$ cat src/rtl/prach_hb1_pair.sv
// prach_hb1_pair
//   Pairs even/odd samples of a 16-channel (NUM_CHANNEL) TDM stream for the
//   first PRACH half-band decimator. Even-period samples are parked in a
//   per-channel memory. Each odd-period sample is emitted together with the
//   stored even sample of the same channel, two cycles after it arrives.
//   A small FSM tracks the expected channel, realigns on sync_in and flags
//   sequence errors.
//
// Ports
//   clk, rst           clock, synchronous active-high reset
//   din_dq/dv/chn      input sample, valid, channel index
//   sync_in            frame marker (even sample of channel 0), qualified by din_dv
//   dout_dp1           odd (later) sample of the pair
//   dout_dp2           even (earlier) sample of the pair
//   dout_dv/chn        pair valid, channel index of the pair
//   sync_out           marks the channel-0 pair whose even sample carried sync_in
//   err_seq            one-cycle pulse on sequence error or unexpected resync
//   dbg_state          current FSM state (0 HUNT, 1 EVEN, 2 ODD)
//
// Handshake: there is no back-pressure. A sample is taken in every cycle
// where din_dv=1. A pair is presented in every cycle where dout_dv=1, and the
// consumer must accept it in that cycle.
module prach_hb1_pair #(
  parameter int NUM_CHANNEL = 16,
  parameter int WIDTH       = 16
) (
  input  logic             clk,
  input  logic             rst,
  input  logic [WIDTH-1:0] din_dq,
  input  logic             din_dv,
  input  logic [7:0]       din_chn,
  input  logic             sync_in,
  output logic [WIDTH-1:0] dout_dp1,
  output logic [WIDTH-1:0] dout_dp2,
  output logic             dout_dv,
  output logic [7:0]       dout_chn,
  output logic             sync_out,
  output logic             err_seq,
  output logic [1:0]       dbg_state
);

  localparam int AW = (NUM_CHANNEL > 1) ? $clog2(NUM_CHANNEL) : 1;
  localparam logic [7:0] LAST_CHN = 8'(NUM_CHANNEL - 1);

  typedef enum logic [1:0] {
    HUNT = 2'd0,
    EVEN = 2'd1,
    ODD  = 2'd2
  } state_t;

  state_t     state, state_nx;
  logic [7:0] exp_chn, exp_nx;
  logic       sync_pend, pend_nx;
  logic       err_nx;

  logic          mem_we;
  logic [AW-1:0] mem_waddr;
  logic          pair_v;
  logic          pair_sync;
  logic          chn_hit;
  logic          chn_last;
  logic [7:0]    exp_inc;

  // Even-sample memory, not reset.
  logic [WIDTH-1:0] mem [NUM_CHANNEL];

  // Stage 1: odd sample plus memory read.
  logic             s1_dv;
  logic             s1_sync;
  logic [7:0]       s1_chn;
  logic [WIDTH-1:0] s1_dp1;
  logic [WIDTH-1:0] s1_dp2;

  assign dbg_state = state;
  assign chn_hit   = (din_chn == exp_chn);
  assign chn_last  = (exp_chn == LAST_CHN);
  assign exp_inc   = chn_last ? 8'd0 : exp_chn + 8'd1;

  always_ff @(posedge clk) begin
    if (rst) begin
      state     <= HUNT;
      exp_chn   <= 8'd0;
      sync_pend <= 1'b0;
      err_seq   <= 1'b0;
    end else begin
      state     <= state_nx;
      exp_chn   <= exp_nx;
      sync_pend <= pend_nx;
      err_seq   <= err_nx;
    end
  end

  always_comb begin
    state_nx  = state;
    exp_nx    = exp_chn;
    pend_nx   = sync_pend;
    err_nx    = 1'b0;
    mem_we    = 1'b0;
    mem_waddr = din_chn[AW-1:0];
    pair_v    = 1'b0;
    pair_sync = 1'b0;
    case (state)
      HUNT: begin
        if (din_dv && sync_in && din_chn == 8'd0) begin
          mem_we    = 1'b1;
          mem_waddr = '0;
          pend_nx   = 1'b1;
          exp_nx    = 8'd1;
          state_nx  = EVEN;
        end
      end
      default: begin
        if (din_dv) begin
          if (sync_in && !(state == EVEN && exp_chn == 8'd0)) begin
            // Sync in an unexpected place: flag it and restart as if the
            // marker had been found while hunting.
            err_nx    = 1'b1;
            mem_we    = 1'b1;
            mem_waddr = '0;
            pend_nx   = 1'b1;
            exp_nx    = 8'd1;
            state_nx  = EVEN;
          end else if (!chn_hit) begin
            // Covers out-of-range channel numbers too; the sample is dropped.
            err_nx   = 1'b1;
            exp_nx   = 8'd0;
            state_nx = HUNT;
          end else if (state == EVEN) begin
            mem_we = 1'b1;
            exp_nx = exp_inc;
            if (sync_in) pend_nx = 1'b1;
            if (chn_last) state_nx = ODD;
          end else begin
            pair_v = 1'b1;
            if (exp_chn == 8'd0) begin
              pair_sync = sync_pend;
              pend_nx   = 1'b0;
            end
            exp_nx = exp_inc;
            if (chn_last) state_nx = EVEN;
          end
        end
      end
    endcase
  end

  // Writes happen only in EVEN and reads only in ODD, so the same address is
  // never written and read in one cycle.
  always_ff @(posedge clk) begin
    if (mem_we && !rst) mem[mem_waddr] <= din_dq;
  end

  always_ff @(posedge clk) begin
    if (rst) begin
      s1_dv   <= 1'b0;
      s1_sync <= 1'b0;
      s1_chn  <= 8'd0;
      s1_dp1  <= '0;
      s1_dp2  <= '0;
    end else begin
      s1_dv   <= pair_v;
      s1_sync <= pair_sync;
      if (pair_v) begin
        s1_chn <= din_chn;
        s1_dp1 <= din_dq;
        s1_dp2 <= mem[din_chn[AW-1:0]];
      end
    end
  end

  // Stage 2: data holds its last value while no pair is presented.
  always_ff @(posedge clk) begin
    if (rst) begin
      dout_dv  <= 1'b0;
      sync_out <= 1'b0;
      dout_chn <= 8'd0;
      dout_dp1 <= '0;
      dout_dp2 <= '0;
    end else begin
      dout_dv  <= s1_dv;
      sync_out <= s1_dv & s1_sync;
      if (s1_dv) begin
        dout_chn <= s1_chn;
        dout_dp1 <= s1_dp1;
        dout_dp2 <= s1_dp2;
      end
    end
  end

endmodule

$ cat config.mk
export PLATFORM = sky130hd
export DESIGN_NAME = prach_hb1_pair
export DESIGN_NICKNAME = d
export VERILOG_FILES = /design/src/rtl/prach_hb1_pair.sv
export SDC_FILE = /design/constraint.sdc
export NUM_CORES = 1
export LEC_CHECK = 0
export ABC_AREA = 1
export CAP_MARGIN = 20
export CORE_ASPECT_RATIO = 0.7
export CORE_MARGIN = 2
export CORE_UTILIZATION = 30
export CTS_CLUSTER_SIZE = 12
export DETAILED_ROUTE_END_ITERATION = 12
export GPL_TIMING_DRIVEN = 0
export HOLD_SLACK_MARGIN = 0.05
export PLACE_DENSITY = 0.45
export SYNTH_ARGS = -nofsm -noshare
export SYNTH_HDL_FRONTEND = slang
export SYNTH_SLANG_ARGS = --single-unit
$ cat constraint.sdc
create_clock -name clk -period 3.1 [get_ports clk]
set_input_delay 0.31 -clock clk [delete_from_list [all_inputs] [get_ports clk]]
set_output_delay 0.31 -clock clk [all_outputs]
set_load 0.01 [all_outputs]
Word-level counts from Yosys, hierarchy flattened. Memories as Yosys holds them, arrays and structs flattened. A register that Yosys moved wholly into a read port is not among the register bits. Cells that the tools add are included.

Add/subtract/negate cells: 1. Equality and inequality tests: 6. Multiplexer cells: 41. Bitwise logic cells: 4. Reductions and logical operators: 18.

Operators by type and width (number): 8-bit two-way mux (6); 1-bit two-way mux (23); 8-bit logical NOT (2); 2-bit two-way mux (8); 4-bit two-way mux (4); 8-bit by 1-bit adder with 8-bit output (second input constant) (1); 8-bit by 4-bit equality test with 1-bit output (second input constant) (1); 8-bit equality test (1); 7-bit OR reduction (1); 1-bit logical AND (5); 5-bit AND reduction (1); 4-bit by 1-bit != test with 1-bit output (second input constant) (1); 4-bit by 2-bit != test with 1-bit output (second input constant) (1); 4-bit nonzero test (1); 1-bit NOT (3); 3-bit AND reduction (1); 3-bit nonzero test (1); 3-bit OR reduction (1); 2-bit by 1-bit equality test with 1-bit output (second input constant) (1); 1-bit logical NOT (2); 2-bit logical NOT (1); 2-bit != test (second input constant) (1); 2-bit AND reduction (1); 2-bit nonzero test (1); 1-bit AND (1).

Register bits: 80. RAM bits: 256. Output and inout port bits: 45. Word-level logic and storage cells: 84. Memories: 1.

Memories: mem (depth 16, width 16, read ports 1, clocked after Yosys merged registers in 1, wr ports 1, RTL line 65) `logic [WIDTH-1:0] mem [NUM_CHANNEL];`.

Logic depth before layout (Yosys ltp). Gate-level depths: netlist of the first run.

Depth in word-level cells: 10. Depth in mapped cells: 12. Mapped depth without buffers: 11.

Least setup slack after synthesis of the first run. OpenSTA, ideal clock, no wires.

Kind: flip-flop to flip-flop. From: reg exp_chn[0]. To: mem mem[11][0] (enable). Setup time: 388 ps. Data arrival time: 2055 ps. Required time: 2712 ps. Slack: 656 ps. Cell stages (with the launch flop): 10. Path buffers: 0. Period minus slack after synthesis: 2444 ps. Path through: dfxtp_1 inv_1 ha_1 nor3b_2 nand3_2 nand3_1 nand2_1 inv_1 nand4_1 nor2_1.

Cells in the longest elaborated chain, start to end: 10.

Ends and longest elaborated chain: from (decl) (RTL line 52) `logic [7:0] exp_chn, exp_nx;`; from (signal assigned) (RTL line 87) `exp_chn <= exp_nx;`; 8-bit logical NOT (RTL line 114) `if (sync_in && !(state == EVEN && exp_chn == 8'd0)) begin`; 1-bit logical AND (RTL line 114); 1-bit logical NOT (RTL line 114); 1-bit logical AND (RTL line 114); 1-bit two-way mux (RTL line 114); 1-bit two-way mux (RTL line 113) `if (din_dv) begin`; 1-bit two-way mux (RTL line 102) `case (state)`; 1-bit logical AND (RTL line 150) `if (mem_we && !rst) mem[mem_waddr] <= din_dq;`; 1-bit two-way mux (RTL line 150); 1-bit two-way mux (not written as such) (RTL line 150); to (decl) (RTL line 65).

Parallel ways exist; a longest one is shown, timed or not.

Worst setup path in the final report of the first run.
From: in din_chn[1]. To: mem mem[13][3] (enable).

Cells in the longest elaborated chain, start to end: 8.

Ends and longest elaborated chain: from (decl) (RTL line 31) `input logic [7:0] din_chn,`; 8-bit equality test (RTL line 75) `assign chn_hit = (din_chn == exp_chn);`; 1-bit two-way mux (RTL line 123) `end else if (!chn_hit) begin`; 1-bit two-way mux (RTL line 114); 1-bit two-way mux (RTL line 113); 1-bit two-way mux (RTL line 102); 1-bit logical AND (RTL line 150); 1-bit two-way mux (RTL line 150); 1-bit two-way mux (not written as such) (RTL line 150).

Parallel ways exist; a longest one is shown, timed or not.

==> results of run 1 <==
[cell families after synthesis]
group / after synthesis / synth area share (%)
and+or+nand+nor: 521 / 15.13
DFF: 352 / 69.11
AOI/OAI and AO/OA: 284 / 11.45
buffers and inverters: 107 / 3.573
xor gates and xnor gates: 8 / 0.5580
adders and majority gates: 2 / 0.1800
[sequential cells by signal, summed over array words and instances, names as in the netlist, 2 cells and up]
register   count
mem          256
dout_dp1      16
dout_dp2      16
s1_dp1        16
s1_dp2        16
dout_chn       8
exp_chn        8
s1_chn         8
dbg_state      2
[cells in the final DEF, fill, tap and decap left out, types with 5 or more instances in the layout]
master,n
nor2_1,375
edfxtp_1,256
o21ai_0,175
dfxtp_1,96
clkdlybuf4s50_1,71
nand2_1,64
o211ai_1,64
clkbuf_1,56
nand3_1,47
clkbuf_16,37
o21ai_1,36
inv_1,25
buf_2,17
nor2_2,12
buf_8,12
buf_6,9
a21oi_1,7
nor2_4,6
nand4_1,6
clkinv_1,6
buf_4,5
[worst reg2reg max path, stage by stage (launching register included)]
cell and delay, ps:
dfxtp_1 370, inv_1 100, ha_1 140, nor3b_2 300, nand3_2 160, nand3_1 270
nand2_1 90, inv_1 80, nand4_1 300, nor2_2 570, buf_8 240
[cell type report]
cell class	count	area [um^2]
clock inverter	8	41.29
antenna	1	2.502
multi-input combinational	815	3862
buffer	77	381.6
clock buffer	50	985.9
tap	603	754.5
inverter	30	115.1
sequential	352	9609
timing repair buffer	89	999.7
fill	4531	28630
[metal layers]
metal,global-route usage (%),share of wire [%],vias to the layer above
met5,0,0,-
met3,3.672,7.5,48
li1,-,-,4705
met1,28.06,51,4783
met2,25.04,40,268
met4,3.182,1.3,0
[worst paths after layout]
path	from	to	slack (ps)	depth (start not counted)
setup reg to reg	exp_chn[0]	mem[13][3]	180	10
setup / recovery	din_chn[1]	mem[13][3]	60	11
hold reg to reg	s1_sync	sync_out	440	2
hold / removal	s1_sync	sync_out	440	2
[synthesized netlist by cell type]
master / n / area share, %
edfxtp_1: 256 / 55
o21ai_1: 36 / 1.3
buf_6: 8 / 0.65
inv_2: 3 / 0.081
o21ai_0: 175 / 6.3
buf_2: 17 / 0.61
nand2_2: 1 / 0.045
clkbuf_1: 45 / 1.2
nand2_1: 64 / 1.7
ha_1: 2 / 0.18
inv_4: 1 / 0.045
o21ai_2: 1 / 0.063
xnor2_1: 4 / 0.25
nor4_1: 1 / 0.045
nand4_1: 6 / 0.27
nand3_1: 47 / 1.7
o21bai_2: 1 / 0.081
nand3_2: 2 / 0.14
nor2_1: 391 / 11
dfxtp_1: 96 / 14
nor2_8: 1 / 0.14
nor2_2: 1 / 0.045
clkinv_1: 1 / 0.027
nor3_2: 1 / 0.072
a21oi_1: 7 / 0.25
o211ai_1: 64 / 3.5
xnor2_2: 1 / 0.12
inv_1: 25 / 0.67
nand3b_1: 1 / 0.054
buf_1: 4 / 0.11
buf_4: 3 / 0.16
and3_1: 1 / 0.045
nor2_4: 1 / 0.081
nand2_4: 1 / 0.081
xor2_1: 3 / 0.19
nor3_1: 1 / 0.036
nor3b_2: 1 / 0.090
[report_power, final]
group	internal (mW)	switching (mW)	total (mW)	leakage, nW
Combinational	0.157	0.429	0.586	2.19
Clock	2.21	1.79	4.01	0.501
Sequential	5.05	0.00655	5.06	3.07
[per-stage QoR]
stage               utilization [%]  cell area (um^2)  setup slack [ps]  setup TNS [ps]
floorplan                         -             13900             656.1               0
global placement              33.87             15370             -1198         -275370
detailed placement            34.56             15680            -546.3          -64130
CTS                           36.82             16710             12.21               0
global route                  36.91             16750            -94.93           -1767
finish                        36.91             16750             61.85               0
[what timing repair did]
action	4_1_cts	5_1_grt
setup endpoints to repair	0	65
resized for setup	0	5
endpoints found under the hold margin	0	0
buffers inserted	0	2
==> metrics.txt, run 1 <==
critical setup path kind=in -> reg; Seq/Total Area, Yosys=between 60% and 70%; fraction of layout instances using a drive strength above 1=8.445%; final std cells w/o fill=between 2000 and 2500; Routed WL per cell=roughly 21 um; LEAKAGE=~5.8 nW; Rows=65; critical path cell sequence=clkdlybuf4s50_1 -> inv_1 -> nand2_1 -> nand2_1 -> nand2_1 -> nor2_2 -> nand2_1 -> o21ai_2 -> nand4_1 -> nor2_2 -> buf_8; CTS Buf Count=36; Clock Path Buffers=3; Vias=9804; CP max-delay cell=clkdlybuf4s50_1; global route total overflow=0; Sink Count=352; fin. max-slew vios=0; Clock Latency Late Sink=about 530 ps; Fin. Hold Viols=0; synth warn=0; Vias/cell=about 4.8; H-Tree Depth=2; Clock Pin Slew Worst Setup and Hold Paths=~60 ps; Tmin final=around 3000 ps; core area=approximately 45000 um^2; first-pass GRT wire length=62.38 mm; fmax=0.3291 GHz; Post-Syn Area per Cell=around 11 um^2; clk root buf=clkbuf_16; max incr delay on CP=between 700 and 800 ps; Final Cycle Share=98.00%; CP Data Required Time=approximately 3300 ps; critical-path maximum fanout=10; power per cell area=just under 600 nW/um^2; die height=around 180 um; Total Power Consumption=just under 10 mW; final-report setup violation count=0; synthesis-stage register bit count=352; Synth Instances=1274; Cell Area, Synth=13900 um^2; TritonCTS clock tree=built; Cell variety after synth=37; vias in the first global route=between 9000 and 10000; CP Launch Type=input port; pin count of the biggest net entering global routing=18; placed wire-length estimate=30.66 mm; maxcap violations=0; Syn Nets=about 1300; worst path bufs/invs=3; Starting Density=about 31%; CP dominant cell by count=nand2_1; drt initial violations=roughly 930; number of port buffers=71; hold buffers post-CTS=0; crit path DAT=3270 ps; initial antenna violation count=4; fin nets=approximately 1400; Worst Skew=roughly 15 ps; DP Cell Count=slightly below 2000; antenna-violating nets left=0; status=finished, final reports clean; Syn-to-layout area delta=20.49%; Worst-Margin Slew=about 1000 ps; DRC=0; RSZ-0062 raised after global routing=true; Horiz. Die Dim=261.3 um; full die area=48110 um^2; Overall Global Routing Usage=17.81%; Hold WS=between 400 and 500 ps; CP Capture Type=flop; Pre-antenna DRT Iters=5; gpl congestion=a little under 0.9; HP Class=reg -> reg; CP top delay family=simple AND/OR/NAND/NOR gates; Slew headroom=30.34%; num ports=73; WL final=42.22 mm; Worst VDD drop=373.5 uV
Power figures use the tool's default switching activity.
==> run 2: changes to the inputs <==
--- a/config.mk
+++ b/config.mk
@@ -8,3 +8,2 @@
 export ABC_AREA = 1
-export CAP_MARGIN = 20
 export CORE_ASPECT_RATIO = 0.7
==> constraint.sdc (replaced) <==
create_clock -name clk -period 3.93 [get_ports clk]
set_input_delay 0.393 -clock clk [delete_from_list [all_inputs] [get_ports clk]]
set_output_delay 0.393 -clock clk [all_outputs]
set_load 0.02 [all_outputs]
==> metrics.txt, run 2 (synthesis results as in run 1) <==
reg2reg start=exp_chn[0] (unchanged); gpl congestion=0.8806 (unchanged); H-Tree Depth=2 (unchanged); post-CTS resize count=0 (unchanged); num ports=73 (unchanged); full die area=48110 um^2 (unchanged); drt initial violations=917 (was 934); post-route cell area=16710 um^2 (was 16750 um^2); Worst Skew=18.83 ps (was 15.45 ps); power per cell area=456.4 nW/um^2 (was 576.1 nW/um^2); Clock Pin Slew Worst Setup and Hold Paths=60 ps (about the same); first-pass GRT wire length=62.38 mm (unchanged); Vias/cell=4.839 (was 4.841); Tmin final=around 3200 ps; number of port buffers=71 (unchanged); Clock Path Buffers=3 (unchanged); Hold Crit Depth=2 (unchanged); Final Cycle Share=80.56%; critical-path maximum fanout=9 (was 10); CP Launch Type=input port (unchanged); maxcap violations=0 (unchanged); Post-Place Cell Area=15680 um^2 (unchanged); pin count of the biggest net entering global routing=18 (unchanged); Routed WL per cell=20.94 um (was 20.85 um); DRC=0 (unchanged); Horiz. Die Dim=261.3 um (unchanged); Sink Count=352 (unchanged); Pre-antenna DRT Iters=5 (unchanged); HP Start=s1_sync (unchanged); hold buffers post-CTS=0 (unchanged); critical setup path kind=in -> reg (unchanged); Fin. Hold Viols=0 (unchanged); clk root buf=clkbuf_16 (unchanged); core area=45380 um^2 (unchanged); most frequent cells in the layout=nor2_1, edfxtp_1, o21ai_0 (unchanged); Fin Setup TNS=0 ps (unchanged); TritonCTS clock tree=built (unchanged); fmax=about 0.32 GHz; CTS Buf Count=36 (unchanged); vias in the first global route=9535 (unchanged); RSZ-0062 raised after global routing=false (was true); WL final=42.36 mm (was 42.22 mm); Worst R2R Path Depth=10 (unchanged); RR Endpoint=mem[11][11] (was mem[13][3]); die height=184.1 um (unchanged); LEAKAGE=5.749 nW (was 5.761 nW); commonest non-fill, non-tap cell in the layout=nor2_1 (unchanged); Biggest register=mem (unchanged); postcts setup bufs=0 (unchanged); CP Capture Type=flop (unchanged); global route total overflow=0 (unchanged); Worst VDD drop=294.3 uV (was 373.5 uV); placed wire-length estimate=30.66 mm (unchanged); R2R Setup Slk=970 ps (was 180 ps); Hold EP=sync_out (unchanged); fin. max-slew vios=0 (unchanged); fraction of layout instances using a drive strength above 1=8.316% (was 8.445%); Clock Latency Late Sink=540 ps (was 530 ps); Largest register FFs=256 (unchanged); fin nets=1429 (was 1431); HP Class=reg -> reg (unchanged); CP Data Required Time=4160 ps (was 3330 ps); Overall Global Routing Usage=17.81% (unchanged); Slew headroom=26.69% (was 30.34%); antenna-violating nets left=0 (unchanged); Syn-to-layout area delta=20.20% (was 20.49%); status=finished, final reports clean (unchanged); final-report setup violation count=0 (unchanged); Vias=9789 (was 9804); Rows=65 (unchanged); initial antenna violation count=4 (unchanged); Worst-Margin Slew=1096 ps (was 1042 ps); crit path DAT=3400 ps (was 3270 ps); Starting Density=30.64% (unchanged)
==> run 2: metrics by stage <==
step	hold slack [ps]	power [mW]	util, %	setup slack, ps	cells
final	441.0	7.628	36.83	764.1	2023
after global routing	469.4	7.877	36.82	573.0	2022
after CTS	453.1	7.702	36.82	759.2	2022
after detailed placement	448.8	4.535	34.56	200.7	1964
after global placement	442.3	4.530	33.87	-450.7	1948
after floorplan	404.5	4.297	-	1486	1274
==> run 2: critical path, stage by stage <==
cell and delay [ps]:
clkdlybuf4s50_1 720, inv_1 300, nand2_1 150, nor3_2 160
a21oi_1 190, nor2_1 250, nand4_1 390, nor2_2 580
buf_6 240
==> run 2: metal layers <==
layer	GRT usage (%)	wire length [um]	vias up
li1	-	-	4696
met1	28.06	21880	4787
met2	25.04	17010	259
met3	3.672	2919	47
met4	3.182	544	0
met5	0	0	-
==> run 2: layout make-up <==
class / count / area [um^2]
repair buffers: 87 / 984.7
multi-input cells: 815 / 3837
plain buffers: 77 / 381.6
inverters: 30 / 115.1
clock inverters: 8 / 41.29
clock buffers: 50 / 985.9
fillers: 4531 / 28670
well taps: 603 / 754.5
diodes: 1 / 2.502
flip-flops and latches: 352 / 9609
==> run 2: how the worst max path moves through the flow <==
stage	endpoint	slack (ps)	depth (start not counted)	startpoint
after floorplan	mem[11][0]	1490	9	exp_chn[0]
after global placement	mem[9][1]	-450	10	din_chn[1]
after detailed placement	mem[11][9]	200	11	din_chn[1]
after CTS	mem[11][11]	760	11	din_chn[1]
after global routing	mem[11][11]	570	11	din_chn[1]
final	mem[11][11]	760	9	din_chn[1]
==> run 2: power breakdown <==
| group | total, mW | switching [mW] | internal [mW] |
|---|---|---|---|
| combinational | 0.464 | 0.340 | 0.124 |
| sequential | 3.99 | 0.00520 | 3.99 |
| clock | 3.17 | 1.43 | 1.74 |
==> run 3: changes to the inputs <==
- PLACE_DENSITY: 0.45 -> 0.46
- clock period: 3.93 -> 2.6 ns (I/O delays scaled with it)
==> metrics.txt, run 3 (synthesis results as in run 1) <==
status=finished, final reports clean (unchanged); GRT met1 Usage=28.08% (was 28.06%); Largest register FFs=256 (unchanged); clk root buf=clkbuf_16 (unchanged); initial antenna violation count=4 (unchanged); reg2reg start=dbg_state[1] (was exp_chn[0]); Routed WL per cell=20.53 um (was 20.94 um); Worst Skew=13.70 ps (was 18.83 ps); CP max-delay cell=dfxtp_1 (was clkdlybuf4s50_1); Core Util, Final=37.41% (was 36.83%); H-Tree Depth=2 (unchanged); register area=9609 um^2 (unchanged); Tmin final=2441 ps; Worst R2R Path Depth=10 (unchanged); fraction of layout instances using a drive strength above 1=10.08% (was 8.316%); num ports=73 (unchanged); final std cells w/o fill=2041 (was 2023); WL final=41.89 mm (was 42.36 mm); Vias/cell=4.880 (was 4.839); vias in the first global route=9645 (was 9535); number of fill cells in the layout=4529 (was 4531); Overall Global Routing Usage=17.76% (was 17.81%); commonest non-fill, non-tap cell in the layout=nor2_1 (unchanged); pin count of the biggest net entering global routing=18 (unchanged); Vias=9961 (was 9789); critical setup path kind=reg -> reg (was in -> reg); first-pass GRT wire length=62.55 mm (was 62.38 mm); CP Capture Type=flop (unchanged); area of the multi-input gates=3929 um^2 (was 3837 um^2); Hold WS=434.6 ps (was 441.0 ps); die height=184.1 um (unchanged); CP Data Required Time=2840 ps (was 4160 ps); Antenna Cells=0 (was 1); RR Endpoint=mem[9][13] (was mem[11][11]); Slew headroom=33.07% (was 26.69%); Hold Crit Depth=3 (was 2); fin nets=1445 (was 1429); Clock Pin Slew Worst Setup and Hold Paths=60 ps (about the same); DRC=0 (unchanged); fin. max-slew vios=0 (unchanged); Rows=65 (unchanged); HP Start=din_chn[4] (was s1_sync); Worst-Margin Slew=1001 ps (was 1096 ps); RSZ-0062 raised after global routing=false (unchanged); met3 GRT Util=3.548% (was 3.672%); core area=45380 um^2 (unchanged); crit path DAT=2680 ps (was 3400 ps); Clock Latency Late Sink=530 ps (was 540 ps); LEAKAGE=5.871 nW (was 5.749 nW); critical path cell sequence=nor2_1 -> nand2_1 -> nor2_1 -> a21oi_1 -> nor2_2 -> nand4_1 -> buf_4 -> buf_4 -> nor2_4 -> buf_8 (was clkdlybuf4s50_1 -> inv_1 -> nand2_1 -> nor3_2 -> a21oi_1 -> nor2_1 -> nand4_1 -> nor2_2 -> buf_6); Worst VDD drop=351.9 uV (was 294.3 uV); CP top delay family=simple AND/OR/NAND/NOR gates (unchanged); HP Class=in -> reg (was reg -> reg); critical-path maximum fanout=9 (unchanged); global route total overflow=0 (unchanged); worst path bufs/invs=3 (unchanged); Starting Density=30.64% (unchanged); global route hottest layer=met1 (unchanged); Total Power Consumption=11.68 mW (was 7.628 mW); placed wire-length estimate=30.54 mm (was 30.66 mm); most frequent cells in the layout=nor2_1, edfxtp_1, o21ai_0 (unchanged); DP Cell Count=1963 (was 1964); Clock Path Buffers=3 (unchanged); power per cell area=687.9 nW/um^2 (was 456.4 nW/um^2); fmax=slightly above 0.4 GHz; max incr delay on CP=350 ps (was 720 ps); Final Cycle Share=93.89%; Horiz. Die Dim=261.3 um (unchanged); number of port buffers=71 (unchanged); CTS Buf Count=37 (was 36); Hold EP=s1_chn[4] (was sync_out); grt met2 use=24.77% (was 25.04%); final-report setup violation count=0 (unchanged); full die area=48110 um^2 (unchanged); antenna-violating nets left=0 (unchanged); hold buffers post-CTS=0 (unchanged); Biggest register=mem (unchanged); Fin. Hold Viols=0 (unchanged); Syn-to-layout area delta=22.11% (was 20.20%); R2R Setup Slk=160 ps (was 970 ps); TritonCTS clock tree=built (unchanged); CP Launch Type=flop (was input port); Sink Count=352 (unchanged); drt initial violations=1146 (was 917); gpl congestion=0.8805 (was 0.8806); maxcap violations=0 (unchanged); Pre-antenna DRT Iters=5 (unchanged)
## run 3: changes by cell type in the layout (fill, tap and decap cells not counted), sizes merged
cell and delta:
inv -1, clkbuf +5, diode -1, dlygate4sd2 +1, buf +14, clkinv +1
clkdlybuf4s50 -1
## run 3: worst max path at each step
stage,from,endpoint,slack (ps),depth (start not counted)
final,dbg_state[1],mem[9][13],160,10
after global routing,dbg_state[1],mem[9][13],6,10
after CTS,exp_chn[0],mem[11][0],2,10
after detailed placement,din_chn[1],mem[14][0],-1080,8
after global placement,din_chn[1],mem[9][13],-1690,10
after floorplan,exp_chn[0],mem[11][0],160,9
## run 3: worst reg2reg max path, delay by kind of cell, from the launching register on
kind                   cells  cell delay (ps)
buffers and inverters      3              520
AND/OR/NAND/NOR            6             1100
flip-flops                 1              350
AO/OA/AOI/OAI              1              200
## run 3: layout make-up
| cell class | count | share of cell area, % |
|---|---|---|
| Buffer | 77 | 2.263 |
| Clock buffer | 54 | 6.205 |
| Clock inverter | 8 | 0.2358 |
| Inverter | 30 | 0.6780 |
| Multi-Input combinational cell | 815 | 23.14 |
| Sequential cell | 352 | 56.60 |
| Tap cell | 603 | 4.444 |
| Timing Repair Buffer | 102 | 6.434 |
## run 3: metrics by stage
step                setup WS (ps)  area (um^2)  TNS (ps)
CTS                         1.974        16930         0
finish                      159.0        16980         0
detailed placement          -1082        15650   -200810
floorplan                   156.1        13900         0
global placement            -1686        15370   -397580
global route                6.237        16980         0
## run 3: routing by layer
layer	wire, um	up-vias
met5	118	-
li1	-	4734
met4	554	2
met1	20960	4856
met3	3533	54
met2	16720	315
## run 3: what timing repair did
action / CTS / global route
setup buffers: 14 / 2
setup endpoints to repair: 244 / 241
endpoints found under the hold margin: 0 / 0
pin swaps: 9 / 2
gates resized for setup: 13 / 10
## run 3: report_power, final
group,leakage (nW),internal [mW],total [mW],switching [mW]
logic,2.26,0.191,0.716,0.524
clock network,0.538,2.80,4.93,2.13
registers,3.07,6.03,6.03,0.00761
